## config.mk

```make
export PLATFORM = sky130hd
export DESIGN_NAME = pte_cache_ctrl_flat
export DESIGN_NICKNAME = d
export VERILOG_FILES = /design/src/rtl/pte_cache_ctrl_pkg.sv /design/src/rtl/pte_cache_ctrl_if.sv /design/src/rtl/pte_cache_ctrl_hit_judge.sv /design/src/rtl/pte_cache_ctrl.sv /design/src/flat_wrapper.sv
export SDC_FILE = /design/constraint.sdc
export NUM_CORES = 1
export LEC_CHECK = 0
export BUFFER_PORTS_ARGS = -buffer_cell sky130_fd_sc_hd__buf_4
export CAP_MARGIN = 20
export CORE_ASPECT_RATIO = 1.1
export CORE_MARGIN = 3
export CORE_UTILIZATION = 38
export CTS_CLUSTER_SIZE = 28
export DETAILED_ROUTE_END_ITERATION = 8
export SYNTH_ARGS = -nofsm -noshare
export SYNTH_HDL_FRONTEND = slang
export SYNTH_SLANG_ARGS = --single-unit
export TNS_END_PERCENT = 50
```

## constraint.sdc

```tcl
create_clock -name clk -period 10.73 [get_ports clk]
set_input_delay 0.5365 -clock clk [delete_from_list [all_inputs] [get_ports clk]]
set_output_delay 0.5365 -clock clk [all_outputs]
set_load 0.05 [all_outputs]
```

## src/rtl/pte_cache_ctrl_pkg.sv

```systemverilog
// rtl/pte_cache_ctrl_pkg.sv - shared widths and FSM state type for the PTW PTE cache
package ptw_pkg;
    localparam int PADDR_W = 50;
    localparam int TAG_W   = 32;
    localparam int PTE_W   = 64;
    localparam int ENTRIES = 8;

    typedef enum logic [2:0] {
        IDLE,
        LOOKUP,
        MEM_REQ,
        MEM_WAIT,
        RESP
    } state_t;
endpackage

```

## src/rtl/pte_cache_ctrl_if.sv

```systemverilog
// rtl/pte_cache_ctrl_if.sv - PTW lookup, response, memory read and flush signals
interface pte_cache_ctrl_if;
    import ptw_pkg::*;

    logic               req_valid;
    logic               req_ready;
    logic [PADDR_W-1:0] req_addr;
    logic [1:0]         req_level;
    logic               resp_valid;
    logic               resp_ready;
    logic [PTE_W-1:0]   resp_pte;
    logic               resp_hit;
    logic               mem_req_valid;
    logic               mem_req_ready;
    logic [PADDR_W-1:0] mem_req_addr;
    logic               mem_resp_valid;
    logic [PTE_W-1:0]   mem_resp_data;
    logic               flush;

    modport slave (
        input  req_valid, req_addr, req_level, resp_ready,
        input  mem_req_ready, mem_resp_valid, mem_resp_data, flush,
        output req_ready, resp_valid, resp_pte, resp_hit,
        output mem_req_valid, mem_req_addr
    );

    modport master (
        output req_valid, req_addr, req_level, resp_ready,
        output mem_req_ready, mem_resp_valid, mem_resp_data, flush,
        input  req_ready, resp_valid, resp_pte, resp_hit,
        input  mem_req_valid, mem_req_addr
    );
endinterface

```

## src/rtl/pte_cache_ctrl_hit_judge.sv

```systemverilog
// rtl/pte_cache_ctrl_hit_judge.sv - 8-way tag compare producing per-entry hit bits
module cache_hit_judge_unit
    import ptw_pkg::*;
(
    input  logic [1:0]         count,
    input  logic [7:0]         valid,
    input  logic [PADDR_W-1:0] pte_addr,
    input  logic [TAG_W-1:0]   tag_0,
    input  logic [TAG_W-1:0]   tag_1,
    input  logic [TAG_W-1:0]   tag_2,
    input  logic [TAG_W-1:0]   tag_3,
    input  logic [TAG_W-1:0]   tag_4,
    input  logic [TAG_W-1:0]   tag_5,
    input  logic [TAG_W-1:0]   tag_6,
    input  logic [TAG_W-1:0]   tag_7,
    output logic               pte_cache_hit,
    output logic [7:0]         hit_bit
);
    logic [TAG_W-1:0] tags [8];
    logic             upper_zero;

    assign tags[0] = tag_0;
    assign tags[1] = tag_1;
    assign tags[2] = tag_2;
    assign tags[3] = tag_3;
    assign tags[4] = tag_4;
    assign tags[5] = tag_5;
    assign tags[6] = tag_6;
    assign tags[7] = tag_7;

    // Stored tags drop the high address bits, so an address using them can never match.
    assign upper_zero = (pte_addr[PADDR_W-1:TAG_W] == '0);

    always_comb begin
        hit_bit = '0;
        for (int i = 0; i < 8; i++) begin
            hit_bit[i] = valid[i] && upper_zero && (tags[i] == pte_addr[TAG_W-1:0]);
        end
    end

    assign pte_cache_hit = (|hit_bit) && (count < 2'd2);
endmodule

```

## src/rtl/pte_cache_ctrl.sv

```systemverilog
// rtl/pte_cache_ctrl.sv - PTE cache sequencing FSM with refill, round-robin victim and flush
module pte_cache_ctrl
    import ptw_pkg::*;
(
    input logic              clk,
    input logic              rst_n,
    pte_cache_ctrl_if.slave  bus
);
    state_t             state;
    logic [7:0]         valid_q;
    logic [2:0]         rr_ptr;
    logic               kill;
    logic [PADDR_W-1:0] addr_q;
    logic [1:0]         level_q;
    logic [TAG_W-1:0]   tag_q  [ENTRIES];
    logic [PTE_W-1:0]   data_q [ENTRIES];

    logic       hit;
    logic [7:0] hit_bit;
    logic [2:0] hit_idx;
    logic [2:0] victim;
    logic       refill_en;

    cache_hit_judge_unit u_judge (
        .count         (level_q),
        .valid         (valid_q),
        .pte_addr      (addr_q),
        .tag_0         (tag_q[0]),
        .tag_1         (tag_q[1]),
        .tag_2         (tag_q[2]),
        .tag_3         (tag_q[3]),
        .tag_4         (tag_q[4]),
        .tag_5         (tag_q[5]),
        .tag_6         (tag_q[6]),
        .tag_7         (tag_q[7]),
        .pte_cache_hit (hit),
        .hit_bit       (hit_bit)
    );

    // Descending scans so the lowest index wins in both encoders.
    always_comb begin
        hit_idx = 3'd0;
        victim  = rr_ptr;
        for (int i = ENTRIES - 1; i >= 0; i--) begin
            if (hit_bit[i]) hit_idx = 3'(i);
            if (!valid_q[i]) victim = 3'(i);
        end
    end

    assign refill_en = (state == MEM_WAIT) && bus.mem_resp_valid && !kill && !bus.flush
                    && (level_q < 2'd2) && (addr_q[PADDR_W-1:TAG_W] == '0);

    always_ff @(posedge clk) begin
        if (refill_en) begin
            tag_q[victim]  <= addr_q[TAG_W-1:0];
            data_q[victim] <= bus.mem_resp_data;
        end
    end

    always_ff @(posedge clk or negedge rst_n) begin
        if (!rst_n) begin
            state             <= IDLE;
            valid_q           <= '0;
            rr_ptr            <= '0;
            kill              <= 1'b0;
            addr_q            <= '0;
            level_q           <= '0;
            bus.req_ready     <= 1'b1;
            bus.resp_valid    <= 1'b0;
            bus.resp_hit      <= 1'b0;
            bus.resp_pte      <= '0;
            bus.mem_req_valid <= 1'b0;
            bus.mem_req_addr  <= '0;
        end else begin
            case (state)
                IDLE: begin
                    if (bus.req_valid) begin
                        addr_q        <= bus.req_addr;
                        level_q       <= bus.req_level;
                        bus.req_ready <= 1'b0;
                        state         <= LOOKUP;
                    end
                end
                LOOKUP: begin
                    if (hit && !bus.flush) begin
                        bus.resp_pte   <= data_q[hit_idx];
                        bus.resp_hit   <= 1'b1;
                        bus.resp_valid <= 1'b1;
                        state          <= RESP;
                    end else begin
                        bus.mem_req_valid <= 1'b1;
                        bus.mem_req_addr  <= addr_q;
                        state             <= MEM_REQ;
                    end
                end
                MEM_REQ: begin
                    if (bus.flush) kill <= 1'b1;
                    if (bus.mem_req_ready) begin
                        bus.mem_req_valid <= 1'b0;
                        state             <= MEM_WAIT;
                    end
                end
                MEM_WAIT: begin
                    if (bus.flush) kill <= 1'b1;
                    if (bus.mem_resp_valid) begin
                        bus.resp_pte   <= bus.mem_resp_data;
                        bus.resp_hit   <= 1'b0;
                        bus.resp_valid <= 1'b1;
                        state          <= RESP;
                        if (refill_en) begin
                            valid_q[victim] <= 1'b1;
                            if (&valid_q) rr_ptr <= rr_ptr + 3'd1;
                        end
                    end
                end
                RESP: begin
                    if (bus.resp_ready) begin
                        bus.resp_valid <= 1'b0;
                        bus.req_ready  <= 1'b1;
                        kill           <= 1'b0;
                        state          <= IDLE;
                    end
                end
                default: state <= IDLE;
            endcase
            // Flush overrides any refill landing on the same edge.
            if (bus.flush) valid_q <= '0;
        end
    end
endmodule

```

## src/flat_wrapper.sv

```systemverilog
// flat-port wrapper written by rule: the top's interface ports become plain ports
module pte_cache_ctrl_flat import ptw_pkg::*;
  (clk, rst_n, bus_req_valid, bus_req_addr, bus_req_level, bus_resp_ready, bus_mem_req_ready, bus_mem_resp_valid, bus_mem_resp_data, bus_flush, bus_req_ready, bus_resp_valid, bus_resp_pte, bus_resp_hit, bus_mem_req_valid, bus_mem_req_addr);
  pte_cache_ctrl_if bus_i ();
  input logic clk;
  input logic rst_n;
  input wire logic [$bits(bus_i.req_valid)-1:0] bus_req_valid;
  input wire logic [$bits(bus_i.req_addr)-1:0] bus_req_addr;
  input wire logic [$bits(bus_i.req_level)-1:0] bus_req_level;
  input wire logic [$bits(bus_i.resp_ready)-1:0] bus_resp_ready;
  input wire logic [$bits(bus_i.mem_req_ready)-1:0] bus_mem_req_ready;
  input wire logic [$bits(bus_i.mem_resp_valid)-1:0] bus_mem_resp_valid;
  input wire logic [$bits(bus_i.mem_resp_data)-1:0] bus_mem_resp_data;
  input wire logic [$bits(bus_i.flush)-1:0] bus_flush;
  output wire logic [$bits(bus_i.req_ready)-1:0] bus_req_ready;
  output wire logic [$bits(bus_i.resp_valid)-1:0] bus_resp_valid;
  output wire logic [$bits(bus_i.resp_pte)-1:0] bus_resp_pte;
  output wire logic [$bits(bus_i.resp_hit)-1:0] bus_resp_hit;
  output wire logic [$bits(bus_i.mem_req_valid)-1:0] bus_mem_req_valid;
  output wire logic [$bits(bus_i.mem_req_addr)-1:0] bus_mem_req_addr;
  assign bus_i.req_valid = bus_req_valid;
  assign bus_i.req_addr = bus_req_addr;
  assign bus_i.req_level = bus_req_level;
  assign bus_i.resp_ready = bus_resp_ready;
  assign bus_i.mem_req_ready = bus_mem_req_ready;
  assign bus_i.mem_resp_valid = bus_mem_resp_valid;
  assign bus_i.mem_resp_data = bus_mem_resp_data;
  assign bus_i.flush = bus_flush;
  assign bus_req_ready = bus_i.req_ready;
  assign bus_resp_valid = bus_i.resp_valid;
  assign bus_resp_pte = bus_i.resp_pte;
  assign bus_resp_hit = bus_i.resp_hit;
  assign bus_mem_req_valid = bus_i.mem_req_valid;
  assign bus_mem_req_addr = bus_i.mem_req_addr;
  pte_cache_ctrl u_core (.clk(clk), .rst_n(rst_n), .bus(bus_i));
endmodule
```

* After elaboration in Yosys (flattened, before gate mapping)
Memory sizes are Yosys's and may differ from the RTL's. Cells that the tools add are included.
Storage, ports and cells: memory bits (writable) 768, register bits after elaboration 185, memories 2
Cells by class: reductions and logical operators 48, order comparisons 3, equal/unequal tests 19, bitwise gates (word level) 2, add/subtract/negate cells 1, muxes and demuxes 47
Memories:
- u_core.data_q | depth 8, width 64, read ports 1, clocked after Yosys merged registers in 0, write ports 1, line pte_cache_ctrl.sv:16 | logic [PTE_W-1:0] data_q [ENTRIES];
- u_core.tag_q | depth 8, width 32, read ports 8, clocked after Yosys merged registers in 0, write ports 1, line pte_cache_ctrl.sv:15 | logic [TAG_W-1:0] tag_q [ENTRIES];
Operators by type and width (number):
- 32-bit equality test | 8
- 64-bit 2-to-1 mux | 2
- 64-bit case mux with 2 select lines | 1
- 3-bit 2-to-1 mux | 21
- 8-bit 2-to-1 mux | 4
- 1-bit logical AND | 24
- 18-bit logical NOT | 1
- 3-bit case mux with 5 select lines | 1
- 3-bit AND reduction | 5
- 2-bit nonzero test | 7
- 1-bit 2-to-1 mux | 12
- 11-bit AND reduction | 1
- 2-bit inequality test, second input constant | 5
- 8-bit bitwise OR | 1
- 1-bit case mux with 2 select lines | 4
- 4-bit AND reduction | 2
- 8-bit OR reduction | 1
- 3-bit by 2-bit equality test with 1-bit output, second input constant | 2
- 3-bit by 4-bit < comparator with 1-bit output, second input constant | 1
- 2-bit by 1-bit inequality test with 1-bit output, second input constant | 2
- 2-bit AND reduction | 2
- 3-bit by 1-bit adder with 3-bit output, second input constant | 1
- 1-bit demux with 3-bit select | 1
- 3-bit by 1-bit equality test with 1-bit output, second input constant | 1
- other kinds (9) | 10

* Depth between registers and ports, before layout
Gate-level depths: netlist of run 1.
depth after elaboration 17, mapped depth 15, mapped depth without buffers 10

* Cells and area by module
Synthesis of run 1 repeated with hierarchy kept, for this count alone.
Unflattened totals: cell total of the unflattened synthesis 2349, area total of the unflattened synthesis 37818.8 um^2
By module, submodules not included:
- pte_cache_ctrl | area each 34662.0 um^2, instances 1, cells an instance 1956, sequential area each 27692.8 um^2
- cache_hit_judge_unit | area each 3156.8 um^2, instances 1, cells an instance 393, sequential area each 0.0 um^2

* Worst setup path after synthesis of run 1
Ideal clock, no wire load.
kind reg-to-reg, from reg u_core.addr_q[35], to mem u_core.data_q[1][0], enable pin, clock period less this slack 9.432 ns, stages on the path, launching flop included 7, arrival 8.738 ns, slack 1.298 ns, required time 10.036 ns, path buffers 1, setup time 0.694 ns, cells stage by stage dfrtp_1 or4_4 nor4_4 buf_4 and4b_1 nand2_1 a211oi_1
Between the ends: word-level cells in the longest chain between the ends 4
Ends and longest elaborated chain:
- start, declared | line pte_cache_ctrl.sv:13 | logic [PADDR_W-1:0] addr_q;
- start signal, assigned | line pte_cache_ctrl.sv:78 | addr_q <= bus.req_addr;
- 18-bit logical NOT | line pte_cache_ctrl.sv:51 | && (level_q < 2'd2) && (addr_q[PADDR_W-1:TAG_W] == '0);
- 1-bit logical AND | line pte_cache_ctrl.sv:51
- 1-bit 2-to-1 mux | line pte_cache_ctrl.sv:54 | if (refill_en) begin
- 1-bit 2-to-1 mux (implied by the code) | line pte_cache_ctrl.sv:56 | data_q[victim] <= bus.mem_resp_data;
- end, declared | line pte_cache_ctrl.sv:16
Every way passes these cells.

* Worst setup path in the final report of run 1
from reg u_core.addr_q[5], to reg u_core.bus.resp_pte[0]
Between the ends: word-level cells in the longest chain between the ends 13
Ends and longest elaborated chain:
- 32-bit equality test | line pte_cache_ctrl_hit_judge.sv:37 | hit_bit[i] = valid[i] && upper_zero && (tags[i] == pte_addr[TAG_W-1:0]);
- 1-bit logical AND | line pte_cache_ctrl_hit_judge.sv:37
- 3-bit 2-to-1 mux (8 in a row) | line pte_cache_ctrl.sv:45 | if (hit_bit[i]) hit_idx = 3'(i);
- memory read 8 x 64 bit
- 64-bit 2-to-1 mux | line pte_cache_ctrl.sv:85 | if (hit && !bus.flush) begin
- 64-bit case mux with 2 select lines | line pte_cache_ctrl.sv:75 | case (state)
- end signal, assigned | line pte_cache_ctrl.sv:86 | bus.resp_pte <= data_q[hit_idx];
- end signal, assigned | line pte_cache_ctrl.sv:106 | bus.resp_pte <= bus.mem_resp_data;
- end, declared | line pte_cache_ctrl_if.sv:23 | output req_ready, resp_valid, resp_pte, resp_hit,
Several ways; a longest one is shown, not always the timed one. The select of a mux whose other input is x is not followed. A chain may end at the register's enable or synchronous reset.

==> impl_metrics.csv, run 1 <==
group,metric,value,unit
final_layout,finalCoreUtilization,44.9,%
min_path,hold_path_end,"u_core.state[2]",
critical_path,worstRegToRegCells,11,
sta,rsz0062_at_grt,"false",
synthesis,ys_warn_count,0,
global_routing,grt_antenna_before_repair,9,
critical_path,r2r-start,"u_core.addr_q[5]",
route,avgRoutedWirePerCell,24.1,um
critical_path,r2r-end,"u_core.bus.resp_pte[0]",
sta,worstMarginPinSlew,1150,ps
synthesis,syn_area_per_cell,13.8,um2
synthesis,synth_xor_area_share,5.66,%
route,drt-pass1-iter-count,6,
global_routing,grt-ovfl-total,0,
critical_path,worstSetupPathType,"register to register",
final_layout,drive_gt1_share,19.2,%
final_layout,nNetsFinal,3176,
route,drtIter0Drc,2501,
final_layout,final_common_cell,"edfxtp_1",
route,routed_wl,109000,um
sta,fmax,188,MHz
critical_path,critPathLaunchType,"register",
global_routing,grt_pass1_vias,25053,
synthesis,syn_inst,2854,
floorplanning,die_w,313,um
final_layout,mostFrequentLayoutCells,"edfxtp_1 (768), buf_4 (315), nand3_1 (304)",
clock_tree,cts-buffers-inserted,99,
floorplanning,initial_core_util,38.4,%
route,routed-via-count,25235,
clock_tree,cts_sinks,952,
sta,max_slew_margin,23.1,%
synthesis,synth_cell_types,59,
placement,place_hpwl,58800,um
critical_path,required,11280,ps
synthesis,async_reset_ff_share,19.3,%
synthesis,synth_compound_area_share,5.24,%
clock_tree,cts-root-buf,"clkbuf_16",
clock_tree,clk_pin_slew_worst_paths,60,ps
power_and_ir_drop,peakVddDrop,200,uV
global_routing,grt_pass1_wl,161000,um
synthesis,synth_fa_ha_area_share,0.0319,%
power_and_ir_drop,p_leak,15.1,nW
placement,gp_congestion,0.761,
synthesis,syn_area,0.0393,mm2
synthesis,ys_seq_elements,952,
clock_tree,cts_max_path_buffers,3,
global_routing,grt_max_degree,82,
floorplanning,ios,241,
sta,period_needed,5330,ps
critical_path,r2r_slack,5400,ps
critical_path,critPathCaptureType,"register",
route,drc_errors,0,
min_path,hp-class,"input port to register",
sta,final.setup.tns,0,ps
min_path,min-delay-start,"bus_resp_ready",
sta,hold_viol,0,
clock_tree,clk_latency,690,ps
synthesis,synth_top_family_by_area,"simple AND/OR/NAND/NOR gates",
route,ant_nets,0,
clock_tree,post_cts_buffers,0,
sta,drv_slew,0,
global_routing,grt_usage,19.9,%
power_and_ir_drop,powerDensity,247,mW/mm2
placement,numPortBuffers,239,
sta,finalSetupViolCount,0,
synthesis,synthesis.nets,2978,
clock_tree,cts_resized,0,
clock_tree,cts_tree,"yes",
floorplanning,die_h,343,um
sta,skew,46.4,ps
flow_run,cap_viol_max_count,0,
critical_path,crit_fanout,61,
floorplanning,core.rowCount,123,
floorplanning,dieArea,0.107,mm2
clock_tree,h-tree-depth,3,
outcome,status,"finished clean",
floorplanning,core-area,0.102,mm2
sta,fin_crit_sh,49.6,%
synthesis,synthSimpleGateAreaFrac,13.0,%
synthesis,yosysSeqAreaShare,70.4,%
synthesis,synth.mux.area_fraction,3.08,%
final_layout,area.growth.synth_to_final,17.0,%
synthesis,synth_edf_count,768,
route,vias_per_cell,5.59,
min_path,hold_depth,2,
synthesis,synth-main-ff-cell,"edfxtp_1",
critical_path,critPathArrivalTime,5870,ps
clock_tree,hold_buffers,1,
[critical path, stage by stage, from the launching register on]
cell and delay (ps):
dfrtp_1 920, xnor2_1 190, nand4_1 150, nor4_1 850
and4_2 350, buf_4 800, nor2_4 430, buf_4 440
a221oi_1 360, nand3_1 130, nor4_1 400, nor3_1 120
[worst max-delay path by stage]
stage                                  from                      end  slack (ps)  cells past startpoint
final                      u_core.addr_q[5]   u_core.bus.resp_pte[0]        5400                     11
after global routing      u_core.addr_q[49]  u_core.bus.resp_pte[15]        5140                     11
after CTS                 u_core.addr_q[35]  u_core.bus.resp_pte[57]        5460                     10
after detailed placement  u_core.addr_q[35]  u_core.bus.resp_pte[57]        5440                     10
after global placement    u_core.addr_q[35]  u_core.bus.resp_pte[57]        5450                     10
after floorplan           u_core.addr_q[35]      u_core.data_q[1][0]        1300                      6
[per-layer routing]
metal  routed length (um)  track usage, %
met5                   67               0
met4                 2390            5.74
met1                45500            26.1
met3                 8070            3.99
met2                52800            33.5
[cell families (layout without fill, tap and decap cells)]
kind of cell    after synthesis  count (layout)
simple gates                994             994
compound gates              308             308
other cells                   0               4
buf+inv                     237             520
fa+ha+maj                     1               1
mux                         108             108
flops                       952             952
xor+xnor                    254             254
[metrics by stage]
stage / instances / worst slack [ps] / hold slack (ps) / instance area [um2] / total power [mW]
after global placement: 4323 / 5450 / 463 / 42600 / 7.97
after floorplan: 2854 / 1300 / 241 / 39300 / 6.86
final: 4516 / 5400 / 62.9 / 46000 / 11.4
after CTS: 4511 / 5460 / 18.9 / 45900 / 11.5
after global routing: 4513 / 5140 / 43.4 / 45900 / 11.8
after detailed placement: 4324 / 5440 / 472 / 42600 / 8.02
[synth_stat cells (15+ instances only)]
cell        n  share of area (%)
a21oi_1    77               0.98
a221oi_1   59                1.3
buf_2      67               0.85
clkbuf_1  143                1.4
dfrtp_1   183                 12
edfxtp_1  768                 59
inv_1      15               0.14
mux2_2    100                2.9
nand2_1   155                1.5
nand3_1   305                3.9
nand4_1   185                2.9
nor2_1     85               0.81
nor3_1    135                1.7
nor4_1     78                1.2
o211ai_1   59                1.1
o21ai_0    65               0.83
xnor2_1   230                5.1
xor2_1     24               0.54
[cell type report]
| class | count | area [um2] |
|---|---|---|
| clock inverters | 64 | 634 |
| fillers | 9185 | 56400 |
| multi-input cells | 1665 | 10800 |
| diodes | 4 | 10.0 |
| well taps | 1375 | 1720 |
| clock buffers | 122 | 2630 |
| repair buffers | 319 | 2440 |
| flip-flops and latches | 952 | 27700 |
| inverters | 15 | 56.3 |
[sequential cells by signal, indices dropped and copies added, names as in the netlist]
register	flops
u_core.data_q	512
u_core.tag_q	256
u_core.bus.resp_pte	64
u_core.addr_q	50
u_core.bus.mem_req_addr	50
u_core.valid_q	8
u_core.rr_ptr	3
u_core.state	3
u_core.bus.mem_req_valid	1
u_core.bus.req_ready	1
u_core.bus.resp_hit	1
u_core.bus.resp_valid	1
u_core.kill	1
u_core.level_q	1
[power breakdown]
group | switching [mW] | internal (mW) | leakage (nW) | total [mW]
logic | 2.04 | 1.09 | 4.40 | 3.13
clock network | 1.47 | 1.99 | 1.60 | 3.47
registers | 0.295 | 4.47 | 9.08 | 4.77
Power figures use the tool's default switching activity.
==> run 2, diff against run 1 <==
--- a/config.mk
+++ b/config.mk
@@ -5,6 +5,7 @@
 export SDC_FILE = /design/constraint.sdc
 export NUM_CORES = 1
 export LEC_CHECK = 0
+export ABC_AREA = 1
 export BUFFER_PORTS_ARGS = -buffer_cell sky130_fd_sc_hd__buf_4
 export CAP_MARGIN = 20
 export CORE_ASPECT_RATIO = 1.1
==> constraint.sdc (replaced) <==
create_clock -name clk -period 4.3 [get_ports clk]
set_input_delay 0.215 -clock clk [delete_from_list [all_inputs] [get_ports clk]]
set_output_delay 0.215 -clock clk [all_outputs]
set_load 0.05 [all_outputs]
==> run 2 against run 1 <==
Against the previous run:
- clock skew increased by 7.6 ps
- first-iteration DRC count increased by 21%
- core utilization increased by 1.4 points
- non-clock buffer count increased by 181
- combinational power increased to 2.9 times the previous value
- global-route usage increased by 2.8 points
- wire length increased by 24%
- sequential cell count unchanged
- via count increased by 28%
- synthesized cell count increased by 53%
- register-to-register slack got worse by 4900 ps
- sequential power increased by 150%
==> impl_metrics.csv, run 2 <==
group,metric,value,unit
critical_path,critPathLaunchType,"register",
sta,worstMarginPinSlew,1130,ps
route,drc_errors,0,
synthesis,async_reset_ff_share,19.3,%
route,routed_wl,135000,um
min_path,hp-class,"input port to async pin",
clock_tree,cts-buffers-inserted,100,
final_layout,drive_gt1_share,13.4,%
global_routing,grt_pass1_vias,31756,
placement,dpl_worst_slack,516,ps
final_layout,multiInputGateArea,0.0122,mm2
sta,max_slew_margin,24.5,%
floorplanning,die_w,328,um
critical_path,critPathCaptureType,"register",
floorplanning,core.rowCount,129,
final_layout,nNetsFinal,4875,
synthesis,ys_seq_elements,952,
final_layout,ff_latch_area,0.0277,mm2
synthesis,syn_area_per_cell,9.95,um2
synthesis,ys_top_cells_by_area,"edfxtp_1 (53%), dfrtp_1 (11%), nand3_1 (7.8%)",
route,drtIter0Drc,3015,
sta,worst_slack,486,ps
global_routing,grt-ovfl-total,0,
final_layout,fill_cells,10370,
clock_tree,cts_tree,"yes",
route,avgRoutedWirePerCell,21.3,um
clock_tree,cts_sinks,952,
sta,rsz0062_at_grt,"false",
final_layout,largest-register,"u_core.data_q",
critical_path,critPathArrivalTime,4370,ps
route,drt-pass1-iter-count,6,
floorplanning,ios,241,
power_and_ir_drop,p_leak,22.1,nW
synthesis,synth_top_area_share,53.2,%
synthesis,synth_area_leader_cell,"edfxtp_1",
global_routing,grt_usage,22.6,%
sta,fmax,262,MHz
clock_tree,cts_max_path_buffers,3,
final_layout,largestRegisters,"u_core.data_q x512, u_core.tag_q x256, u_core.bus.resp_pte x64",
synthesis,synthTopCellsByCount,"nand2_1 (805), edfxtp_1 (768), nand3_1 (674)",
synthesis,synth-main-ff-cell,"edfxtp_1",
synthesis,syn_inst,4359,
placement,numPortBuffers,239,
synthesis,synthesis.nets,4483,
synthesis,syn_area,0.0434,mm2
route,routed-via-count,32380,
floorplanning,initial_core_util,38.4,%
floorplanning,core-area,0.113,mm2
sta,skew,54.0,ps
global_routing,grt_max_degree,105,
floorplanning,dieArea,0.118,mm2
clock_tree,cts-root-buf,"clkbuf_16",
clock_tree,clk_latency,710,ps
route,ant_nets,0,
floorplanning,die_h,360,um
clock_tree,h-tree-depth,3,
clock_tree,clk_pin_slew_worst_paths,60,ps
power_and_ir_drop,powerDensity,566,mW/mm2
route,vias_per_cell,5.10,
global_routing,grt_pass1_wl,202000,um
synthesis,synth_edf_count,768,
synthesis,synth_cell_types,45,
synthesis,ys_warn_count,0,
critical_path,required,4850,ps
synthesis,yosysMostFrequentCell,"nand2_1",
sta,hold_viol,0,
critical_path,crit_fanout,26,
synthesis,yosysSeqAreaShare,63.8,%
power_and_ir_drop,peakVddDrop,431,uV
sta,period_needed,3810,ps
outcome,status,"finished clean",
placement,gp_congestion,0.917,
final_layout,mostFrequentLayoutCells,"nand2_1 (802), edfxtp_1 (768), nand3_1 (673)",
placement,place_hpwl,83600,um
sta,hold_ws,137,ps
final_layout,largest_reg_flops,512,
sta,fin_crit_sh,88.7,%
sta,final.setup.tns,0,ps
final_layout,area.growth.synth_to_final,20.6,%
final_layout,final_common_cell,"nand2_1",
global_routing,grt_antenna_before_repair,6,
sta,drv_slew,0,
flow_run,cap_viol_max_count,0,
clock_tree,cts_resized,0,
critical_path,worstSetupPathType,"register to register",
sta,finalSetupViolCount,0,
-- run 2: layer usage --
metal / GRT usage, % / wire (um)
met3: 3.15 / 8820
met1: 30.1 / 56700
met4: 6.82 / 3460
met5: 0 / 0
met2: 38.4 / 66400
-- run 2: cells by family after synthesis --
kind of cell             Yosys count  synth area share, %
adder cells (fa/ha/maj)            1               0.0289
buffers and inverters            902                 8.34
flip-flops                       952                 63.8
XOR/XNOR                          89                 1.80
multiplexers                      13                0.338
AO/OA/AOI/OAI                    283                 3.58
AND/OR/NAND/NOR                 2119                 22.1
-- run 2: repair_timing --
item,CTS,global route
hold buffers,120,0
endpoints found under the hold margin,711,0
setup buffers,0,0
endpoints found under the setup margin,0,0
-- run 2: power by group --
group	total [mW]	internal (mW)	leakage, nW	switching (mW)
registers	11.8	11.1	8.97	0.722
logic	9.17	2.56	11.6	6.61
clock network	8.62	4.88	1.58	3.73
total	29.6	18.5	22.1	11.1
-- run 2: metrics by stage --
stage,power [mW],area [um2],utilization (%),instances
after global placement,21.0,47800,42.4,6035
final,29.6,52300,46.3,6347
after CTS,29.8,52300,46.3,6344
after floorplan,17.1,43400,-,4359
after detailed placement,21.0,47800,42.4,6035
after global routing,30.8,52300,46.3,6345
-- run 2: worst paths after layout --
check / depth (start not counted) / slack (ps) / startpoint / end
worst min-delay path: 2 / 140 / rst_n / u_core.bus.resp_pte[52]
min in group clk: 6 / 150 / bus_mem_resp_valid / u_core.bus.resp_hit
worst max-delay path: 23 / 490 / u_core.addr_q[8] / u_core.bus.resp_pte[18]
max in group asynchronous: 3 / 3200 / rst_n / u_core.addr_q[38]
worst min register to register: 2 / 480 / u_core.bus.mem_req_addr[45] / u_core.bus.mem_req_addr[45]
worst max register to register: 23 / 490 / u_core.addr_q[8] / u_core.bus.resp_pte[18]
-- run 2: area by class of cell --
cell class,instances,share of cell area (%)
clock buffer,143,5.39
inverter,692,4.98
tap,1506,3.61
sequential,952,52.9
multi-input combinational,2505,23.3
antenna,3,0.0144
timing repair buffer,500,8.92
clock inverter,46,0.852
-- run 2: critical path: stages (launching register included) --
cell	delay [ps]
dfrtp_1	680
inv_1	410
nand2_1	220
nand2_1	60
inv_1	50
nand2_1	40
nor2_1	130
nand2_1	60
nor2_1	90
nand3_1	290
nand2_1	160
nand2_1	60
nand2_1	50
nand2_1	60
nand2_1	70
nand2_2	140
nand2_8	240
buf_12	220
buf_12	170
nand2_1	60
nand3_1	80
nand3_1	90
nand3_1	110
a21oi_1	90
